$ cat src/rtl/muldiv_unit.sv
// Iterative 32-bit MULT/MULTU/DIV/DIVU unit with architectural HI/LO registers.
// Define MULDIV_DIV_EN to compile the restoring divider; otherwise divide ops only pulse Done.
module muldiv_unit (
  input  logic        Clk,
  input  logic        Rst,
  input  logic        Start,
  input  logic [1:0]  Op,
  input  logic [31:0] A,
  input  logic [31:0] B,
  input  logic        HiWrite,
  input  logic        LoWrite,
  output logic [31:0] Hi,
  output logic [31:0] Lo,
  output logic        Busy,
  output logic        Done
);

  typedef enum logic [1:0] {IDLE = 2'd0, CALC = 2'd1, FIX = 2'd2} state_t;

  state_t      state, state_next;
  logic [4:0]  cnt;
  logic [63:0] acc, acc_step;
  logic [31:0] opnd;
  logic        neg_q;

  logic        idle, launch;
  logic        a_neg, b_neg;
  logic [31:0] a_mag, b_mag;
  logic [32:0] mul_sum;
  logic [63:0] mul_next, prod;
  logic [31:0] res_hi, res_lo, hi_next, lo_next;
  logic        busy_next, done_next;

  // Op[0]=0 selects the signed variants (MULT, DIV).
  assign a_neg = ~Op[0] & A[31];
  assign b_neg = ~Op[0] & B[31];
  assign a_mag = a_neg ? (~A + 32'd1) : A;
  assign b_mag = b_neg ? (~B + 32'd1) : B;
  assign idle  = (state == IDLE);

  // Shift-add: multiplier sits in acc[31:0] and drains out the bottom as the product fills in.
  assign mul_sum  = {1'b0, acc[63:32]} + (acc[0] ? {1'b0, opnd} : 33'd0);
  assign mul_next = {mul_sum, acc[31:1]};
  assign prod     = neg_q ? (~acc + 64'd1) : acc;

`ifdef MULDIV_DIV_EN
  logic        is_div, neg_r, div_zero;
  logic [32:0] div_part, div_diff;
  logic        div_ge;
  logic [63:0] div_next;
  logic [31:0] quot, rem;

  assign launch = idle & Start;

  // Restoring step: partial remainder in acc[63:32], dividend bits shift up, quotient bits enter at bit 0.
  assign div_part = acc[63:31];
  assign div_diff = div_part - {1'b0, opnd};
  assign div_ge   = (div_part >= {1'b0, opnd});
  assign div_next = div_ge ? {div_diff[31:0], acc[30:0], 1'b1}
                           : {div_part[31:0], acc[30:0], 1'b0};
  assign acc_step = is_div ? div_next : mul_next;

  assign quot   = acc[31:0];
  assign rem    = acc[63:32];
  // A zero divisor yields an all-ones quotient and leaves the dividend as remainder; only Lo needs forcing.
  assign res_lo = is_div ? (div_zero ? 32'hFFFF_FFFF : (neg_q ? (~quot + 32'd1) : quot))
                         : prod[31:0];
  assign res_hi = is_div ? (neg_r ? (~rem + 32'd1) : rem) : prod[63:32];
`else
  assign launch   = idle & Start & ~Op[1];
  assign acc_step = mul_next;
  assign res_lo   = prod[31:0];
  assign res_hi   = prod[63:32];
`endif

  // NOTE: non-blocking assignments in clocked blocks so every flop samples pre-edge values.
  always_ff @(posedge Clk or negedge Rst) begin
    if (!Rst) state <= IDLE;
    else      state <= state_next;
  end

  // NOTE: every always_comb output gets a default first so no path can infer a latch.
  always_comb begin
    state_next = state;
    case (state)
      IDLE:    if (launch) state_next = CALC;
      CALC:    if (cnt == 5'd31) state_next = FIX;
      FIX:     state_next = IDLE;
      default: state_next = IDLE;
    endcase
  end

  always_comb begin
    hi_next   = Hi;
    lo_next   = Lo;
    done_next = 1'b0;
    busy_next = (state_next != IDLE);
    if (state == FIX) begin
      hi_next   = res_hi;
      lo_next   = res_lo;
      done_next = 1'b1;
    end else if (idle && !Start) begin
      if (HiWrite) hi_next = A;
      if (LoWrite) lo_next = A;
    end
`ifndef MULDIV_DIV_EN
    if (idle && Start && Op[1]) done_next = 1'b1;
`endif
  end

  always_ff @(posedge Clk or negedge Rst) begin
    if (!Rst) begin
      Hi   <= 32'd0;
      Lo   <= 32'd0;
      Busy <= 1'b0;
      Done <= 1'b0;
    end else begin
      Hi   <= hi_next;
      Lo   <= lo_next;
      Busy <= busy_next;
      Done <= done_next;
    end
  end

  always_ff @(posedge Clk or negedge Rst) begin
    if (!Rst) begin
      cnt   <= 5'd0;
      acc   <= 64'd0;
      opnd  <= 32'd0;
      neg_q <= 1'b0;
`ifdef MULDIV_DIV_EN
      is_div   <= 1'b0;
      neg_r    <= 1'b0;
      div_zero <= 1'b0;
`endif
    end else if (launch) begin
      cnt   <= 5'd0;
      neg_q <= a_neg ^ b_neg;
      acc   <= Op[1] ? {32'd0, a_mag} : {32'd0, b_mag};
      opnd  <= Op[1] ? b_mag : a_mag;
`ifdef MULDIV_DIV_EN
      is_div   <= Op[1];
      neg_r    <= a_neg;
      div_zero <= (B == 32'd0);
`endif
    end else if (state == CALC) begin
      acc <= acc_step;
      cnt <= cnt + 5'd1;
    end
  end

endmodule

$ cat config.mk
export PLATFORM = sky130hd
export DESIGN_NAME = muldiv_unit
export DESIGN_NICKNAME = d
export VERILOG_FILES = /design/src/rtl/muldiv_unit.sv
export SDC_FILE = /design/constraint.sdc
export NUM_CORES = 1
export LEC_CHECK = 0
export CAP_MARGIN = 20
export CORE_MARGIN = 5
export CORE_UTILIZATION = 55
export CTS_BUF_LIST = sky130_fd_sc_hd__clkbuf_8
export DETAILED_ROUTE_END_ITERATION = 8
export PLACE_DENSITY = 0.82
export REMOVE_ABC_BUFFERS = 1
export SLEW_MARGIN = 20
export SYNTH_ARGS = -nofsm -noshare
export SYNTH_HDL_FRONTEND = slang
export SYNTH_SLANG_ARGS = --single-unit
$ cat constraint.sdc
create_clock -name Clk -period 3.4 [get_ports Clk]
set_input_delay 0.85 -clock Clk [delete_from_list [all_inputs] [get_ports Clk]]
set_output_delay 0.85 -clock Clk [all_outputs]
set_load 0.02 [all_outputs]
==> results.json, run 1 <==
{
  "power.switching_w": 0.005824,
  "antenna_found_initial": 0,
  "relSlewSlack_pct": 27.10,
  "insertion_delay_ns": 0.48,
  "postLayoutCellArea_um2": 13980,
  "tns_ns": 0,
  "hold_class": "input port to asynchronous set/reset pin",
  "crit_chain": "nor4_2 > nand4_1 > or4_4 > o31ai_1 > xor2_1 > o221ai_1",
  "vias_per_cell": 6.496,
  "yosys_warnings": 0,
  "finalNetCount": 1617,
  "power_per_cell_area_nw_per_um2": 880.4,
  "wl_mm": 37.86,
  "power_frac_seq_pct": 33.8,
  "initial_core_util_pct": 55.58,
  "clk_pin_slew_ns": 0.11,
  "worst_ir_drop_vdd_uv": 427.9,
  "clock_power_share_pct": 11.8,
  "die_area_um2": 24180,
  "syn_to_final_growth_pct": 20.07,
  "clockBufferDepth": 2,
  "placement.setup.worst_slack_ns": 0.003581,
  "yosysTopAreaCell": "dfrtp_1",
  "row_count": 53,
  "synth.most_common_cell": "dfrtp_1",
  "coreArea_um2": 20960,
  "grt_overflow": 0,
  "synthCells": 1377,
  "crit_arrival_ns": 3.55,
  "ys_async_sr_fraction_pct": 100.0,
  "cts_tree": "built",
  "post-route-drc-count": 0,
  "synth_cell_type_count": 65,
  "report.final.slew_viol_count": 0,
  "timing.final.ws_setup_ns": 0.1961,
  "io_buffers": 136,
  "endpoint_kind": "flip-flop",
  "io_pins": 137,
  "grt_start_max_net_pins": 82,
  "min_period_ns": 3.204,
  "wl_per_cell_um": 21.08,
  "num-fill-cells": 1797,
  "worstPathMaxFanout": 10,
  "setup_viol_count_final": 0,
  "pwr-share-comb_pct": 54.4,
  "dp_hpwl_mm": 28.54,
  "placedInstanceArea_um2": 13590,
  "postCtsHoldBufs": 0,
  "hold_viol": 0,
  "cts_setup_buffers": 0,
  "postRouteAntennaNets": 0,
  "slowest_delay_ns": 0.72,
  "die_w_um": 155.5,
  "synth_area_um2": 11650,
  "regArea_um2": 4254,
  "place.gp.congestion": 1.004,
  "post-route-period-util_pct": 94.23,
  "fmax_mhz": 312.1,
  "drt_iter0_markers": 1078,
  "crit_path_start_kind": "flip-flop",
  "grt_pass1_wl_mm": 60.04,
  "post_synth.cell_area_avg_um2": 8.458,
  "rsz0062_at_grt": "false",
  "ys_ff_latch": 170,
  "first_pass_iters": 5,
  "ys.flop_type": "dfrtp_1",
  "outcome": "completed",
  "path_class": "flip-flop to flip-flop",
  "power.internal_w": 0.006487,
  "multiInputGateArea_um2": 7003,
  "vias": 11667,
  "yosysSeqAreaShare_pct": 36.53,
  "leakagePower_nw": 5.647,
  "final_util_pct": 66.73,
  "die_y_um": 155.5,
  "cts_buffers": 17,
  "drive_gt1_share_pct": 8.416,
  "synth_top_area_share_pct": 36.53,
  "grt_pass1_vias": 11283,
  "crit_required_ns": 3.74,
  "root_buffer": "clkbuf_8",
  "cts_resized": 0,
  "finClkSkew_ns": 0.01787,
  "synthTopCellsByArea": "dfrtp_1, o21ai_0, nand2_1",
  "worst_pin_slew_ns": 1.094,
  "drv_cap": 0,
  "grt_usage_pct": 31.06,
  "htreeDepth": 4,
  "synth_edf_count": 0,
  "cts.sinks": 170,
  "crit_slowest_cell": "or4_4",
  "swShare_pct": 47.31,
  "n_antenna_cell": 0,
  "synthTopCellsByCount": "dfrtp_1, nand2_1, o21ai_0"
}
area by class of cell:
type / instances / share of cell area (%)
clock buffers: 18 / 1.772
clock inverters: 14 / 1.020
inverters: 17 / 0.4563
multi-input cells: 1099 / 50.08
flip-flops and latches: 170 / 30.42
well taps: 275 / 2.461
repair buffers: 203 / 13.79
power by group through the flow:
stage | Sequential [W] | Clock, W | Combinational [W]
after floorplan | 0.00430 | 0 | 0.00373
after global placement | 0.00409 | 0 | 0.00644
after detailed placement | 0.00413 | 0 | 0.00660
after CTS | 0.00410 | 0.00146 | 0.00665
after global routing | 0.00426 | 0.00156 | 0.00731
final | 0.00416 | 0.00145 | 0.00670
cell families (layout without fill, tap and decap cells):
logic type / Yosys count / in the layout / synth area share (%)
DFF: 170 / 170 / 36.53
buffers and inverters: 108 / 252 / 3.556
muxes: 22 / 22 / 1.912
xor gates and xnor gates: 118 / 118 / 8.874
and+or+nand+nor: 467 / 467 / 19.72
AOI/OAI and AO/OA: 454 / 454 / 25.26
adders and majority gates: 38 / 38 / 4.147
flip-flops by register name, summed over array words and instances, names as in the netlist:
| register | count |
|---|---|
| acc | 64 |
| Hi | 32 |
| Lo | 32 |
| opnd | 32 |
| cnt | 5 |
| state | 2 |
| Busy | 1 |
| Done | 1 |
| neg_q | 1 |
placed cells by master (no fill, tap or decap), types with 40 or more instances in the layout:
master and count:
o21ai_0 160, a21oi_1 71, buf_4 62, clkdlybuf4s50_1 135, xnor2_1 55, nand2_1 165
and2_1 40, nor2_1 92, dfrtp_1 170, xor2_1 63
worst paths after layout:
kind	start	to	slack [ns]	cells after the start
worst max-delay path	acc[4]$_DFFE_PN0P_	Hi[20]$_DFFE_PN0P_	0.20	6
worst min-delay path	Rst	opnd[6]$_DFFE_PN0P_	0.38	1
worst max register to register	acc[4]$_DFFE_PN0P_	Hi[20]$_DFFE_PN0P_	0.20	6
worst min register to register	opnd[18]$_DFFE_PN0P_	opnd[18]$_DFFE_PN0P_	0.49	2
max in group asynchronous	Rst	neg_q$_DFFE_PN0P_	2.15	2
min in group Clk	opnd[18]$_DFFE_PN0P_	opnd[18]$_DFFE_PN0P_	0.49	2
metal layers:
| metal | vias to the layer above | share of wire (%) | global-route usage, % |
|---|---|---|---|
| li1 | 5351 | - | - |
| met1 | 5600 | 40 | 41.32 |
| met2 | 589 | 47 | 50.27 |
| met3 | 127 | 7.6 | 4.256 |
| met4 | 0 | 4.9 | 14.96 |
| met5 | - | 0 | 0 |
through the flow:
| step | instances | hold slack (ns) | power [W] |
|---|---|---|---|
| 5_1_grt | 1796 | 0.4487 | 0.01312 |
| 2_1_floorplan | 1286 | 0.4424 | 0.008032 |
| 3_3_place_gp | 1764 | 0.4560 | 0.01053 |
| 3_5_place_dp | 1764 | 0.4633 | 0.01073 |
| 6_report | 1796 | 0.3835 | 0.01231 |
| 4_1_cts | 1796 | 0.4180 | 0.01221 |
worst max-delay path: cells and delay by family, from the launching register on:
family           cells  cell delay (ns)
AO/OA/AOI/OAI        2             0.46
XOR/XNOR             1             0.30
flip-flops           1             0.45
AND/OR/NAND/NOR      3             1.85
Note: power is estimated with default switching activity, not from simulation.
==> inputs of run 2 (changes only) <==
--- a/config.mk
+++ b/config.mk
@@ -5,12 +5,13 @@
 export SDC_FILE = /design/constraint.sdc
 export NUM_CORES = 1
 export LEC_CHECK = 0
+export ABC_AREA = 1
 export CAP_MARGIN = 20
 export CORE_MARGIN = 5
 export CORE_UTILIZATION = 55
 export CTS_BUF_LIST = sky130_fd_sc_hd__clkbuf_8
 export DETAILED_ROUTE_END_ITERATION = 8
-export PLACE_DENSITY = 0.82
+export PLACE_DENSITY = 0.81
 export REMOVE_ABC_BUFFERS = 1
 export SLEW_MARGIN = 20
 export SYNTH_ARGS = -nofsm -noshare
==> run 2 against run 1 <==
  * Clock power grew 7%
  * Non-clock buffer count decreased by 41
  * Clock-buffer cell count decreased by 1
  * Final cell count increased by 39%
  * Utilization down 1.6 points
  * Combinational power grew 16%
  * Die area increased by 13%
  * Hold slack got worse by 0.021 ns
  * Sequential share of layout area down 2.8 points
  * Total power is 8.2% higher
  * Register-to-register slack better by 0.47 ns
  * Critical path type unchanged
==> results.json, run 2 <==
{
  "power.switching_w": 0.006969,
  "initial_core_util_pct": 56.26,
  "post-route-period-util_pct": 80.37,
  "hold_viol": 0,
  "hold_class": "input port to asynchronous set/reset pin",
  "io_pins": 137,
  "cts_buffers": 17,
  "die_w_um": 165.4,
  "grt_usage_pct": 37.85,
  "syn_to_final_growth_pct": 15.77,
  "crit_top_cell": "nand2_1",
  "synth_cell_type_count": 49,
  "power_frac_seq_pct": 29.8,
  "place.gp.congestion": 1.041,
  "ys_async_sr_fraction_pct": 100.0,
  "vias": 14844,
  "grt_start_max_net_pins": 75,
  "most-common-layout-cells": "nand2_1, nor2_1, inv_1, nand3_1, dfrtp_1",
  "post-route-drc-count": 0,
  "fmax_mhz": 366.0,
  "synth.area.mux_share_pct": 0.3014,
  "cts.sinks": 170,
  "root_buffer": "clkbuf_8",
  "power.internal_w": 0.006346,
  "yosys_warnings": 0,
  "layout_commonest_cell": "nand2_1",
  "pwr-share-comb_pct": 58.6,
  "yosysTopAreaCell": "dfrtp_1",
  "die_y_um": 165.4,
  "insertion_delay_ns": 0.50,
  "drive_gt1_share_pct": 6.066,
  "synth_edf_count": 0,
  "clk_pin_slew_ns": 0.12,
  "leakagePower_nw": 7.363,
  "cts_resized": 0,
  "n_antenna_cell": 0,
  "crit_path_start_kind": "flip-flop",
  "postCtsHoldBufs": 0,
  "min_period_ns": 2.732,
  "synth.most_common_cell": "nand2_1",
  "worst_pin_slew_ns": 1.089,
  "synth_area_um2": 13290,
  "cts_setup_buffers": 0,
  "outcome": "completed",
  "synth_xor_xnor_area_share_pct": 2.505,
  "grt_overflow": 0,
  "grt_pass1_vias": 14321,
  "post_synth.cell_area_avg_um2": 6.490,
  "synthSimpleGateAreaFrac_pct": 36.61,
  "synth_top_family_by_area": "simple AND/OR/NAND/NOR gates",
  "synthCells": 2047,
  "htreeDepth": 4,
  "final_util_pct": 65.13,
  "crit_chain": "buf_4 > nand2_1 > inv_1 > ha_1 > fa_1 > nand3_1 > nand2_1 > nand2_1 > nand3_1 > nand2_1 > nand2_1 > nand2_1 > nand2_1 > nand2_1 > nand3_1 > o21ai_0",
  "yosysSeqAreaShare_pct": 32.02,
  "slowest_delay_ns": 0.43,
  "swShare_pct": 52.34,
  "die_area_um2": 27360,
  "wl_mm": 51.54,
  "crit_slowest_cell": "fa_1",
  "clock_power_share_pct": 11.6,
  "drv_cap": 0,
  "hold_ws_ns": 0.3629,
  "synthTopCellsByArea": "dfrtp_1, nand2_1, nor2_1",
  "coreArea_um2": 23610,
  "wl_per_cell_um": 20.66,
  "clockBufferDepth": 2,
  "setup_viol_count_final": 0,
  "placedInstanceArea_um2": 14970,
  "io_buffers": 136,
  "power_per_cell_area_nw_per_um2": 865.8,
  "grt_pass1_wl_mm": 78.86,
  "top_register": "acc",
  "drt_iter0_markers": 1874,
  "finalNetCount": 2272,
  "antenna_found_initial": 0,
  "ys_ff_latch": 170,
  "path_class": "flip-flop to flip-flop",
  "row_count": 56,
  "worstPathMaxFanout": 30,
  "num-fill-cells": 2189,
  "synth_fa_ha_area_share_pct": 3.635,
  "rsz0062_at_grt": "false",
  "report.final.slew_viol_count": 0,
  "first_pass_iters": 9,
  "postRouteAntennaNets": 0,
  "synth_top_area_share_pct": 32.02,
  "cts_tree": "built",
  "vias_per_cell": 5.949,
  "largest_reg_flops": 64,
  "synthTopCellsByCount": "nand2_1, nor2_1, inv_1",
  "relSlewSlack_pct": 27.33,
  "worstRegToRegCells": 16,
  "postLayoutCellArea_um2": 15380,
  "crit_required_ns": 3.79,
  "crit_arrival_ns": 3.12,
  "worst_ir_drop_vdd_uv": 492.2,
  "finClkSkew_ns": 0.02189,
  "dp_hpwl_mm": 40.36,
  "synth_compound_area_share_pct": 15.78,
  "ys.flop_type": "dfrtp_1",
  "endpoint_kind": "flip-flop"
}
## run 2: cell types whose count changed after synthesis, moves of 21 or more
| cell | change |
|---|---|
| o31ai_1 | -37 |
| or2_2 | +22 |
| xor2_1 | -32 |
| a22oi_1 | -25 |
| buf_2 | +29 |
| nand3_1 | +153 |
| nor4_1 | -21 |
| and2_1 | -38 |
| inv_1 | +217 |
| clkbuf_1 | -61 |
| nor2_1 | +201 |
| xnor2_1 | -48 |
| o21ai_0 | -43 |
| nand2_1 | +383 |
## run 2: cells by family (layout without fill, tap and decap cells)
group | count (synthesis) | count (layout)
AO/OA/AOI/OAI | 346 | 346
flip-flops | 170 | 170
multiplexers | 4 | 4
buffers and inverters | 307 | 436
AND/OR/NAND/NOR | 1144 | 1144
adder cells (fa/ha/maj) | 38 | 38
XOR/XNOR | 38 | 38
## run 2: layer usage
metal  part of all wire (%)  up-vias  track usage (%)
met5                      0        -                0
met4                    6.4        0            21.75
met3                    8.4      204            6.031
met2                     49      855            65.14
met1                     36     6869            44.86
li1                       -     6916                -
## run 2: through the flow
step / setup slack [ns] / cells / TNS (ns) / power, W
finish: 0.6675 / 2495 / 0 / 0.01332
global route: 0.5410 / 2495 / 0 / 0.01417
CTS: 0.6930 / 2495 / 0 / 0.01310
detailed placement: 0.4086 / 2463 / 0 / 0.01153
global placement: 0.4831 / 2463 / 0 / 0.01134
floorplan: -0.1515 / 1982 / -2.065 / 0.008637
## run 2: path summary, 6_finish.rpt
path                                  endpoint                from  slack [ns]
max                        acc[55]$_DFFE_PN0P_  acc[0]$_DFFE_PN0P_        0.67
min                        opnd[6]$_DFFE_PN0P_                 Rst        0.36
max reg2reg                acc[55]$_DFFE_PN0P_  acc[0]$_DFFE_PN0P_        0.67
min reg2reg                 cnt[3]$_DFFE_PN0P_  cnt[3]$_DFFE_PN0P_        0.49
max in group asynchronous  acc[12]$_DFFE_PN0P_                 Rst        2.22
min in group Clk            cnt[3]$_DFFE_PN0P_  cnt[3]$_DFFE_PN0P_        0.49
## run 2: power groups by stage
stage / registers, W / logic, W / clock network (W)
3_3_place_gp: 0.00390 / 0.00744 / 0
3_5_place_dp: 0.00393 / 0.00761 / 0
5_1_grt: 0.00403 / 0.00852 / 0.00162
4_1_cts: 0.00390 / 0.00766 / 0.00154
6_report: 0.00397 / 0.00780 / 0.00155
2_1_floorplan: 0.00398 / 0.00466 / 0
## run 2: layout make-up
class,instances,area [um2],area share [%]
inverters,242,908.4,5.906
well taps,319,399.1,2.595
multi-input cells,1570,7828,50.89
clock buffers,17,234.0,1.521
clock inverters,15,172.7,1.123
repair buffers,162,1583,10.29
flip-flops and latches,170,4255,27.67
## run 2: worst max-delay path, delay by kind of cell, from the launching register on
kind | cells | cell delay (ns)
and+or+nand+nor | 11 | 1.11
buffers and inverters | 2 | 0.29
adders and majority gates | 2 | 0.67
DFF | 1 | 0.38
AOI/OAI and AO/OA | 1 | 0.13
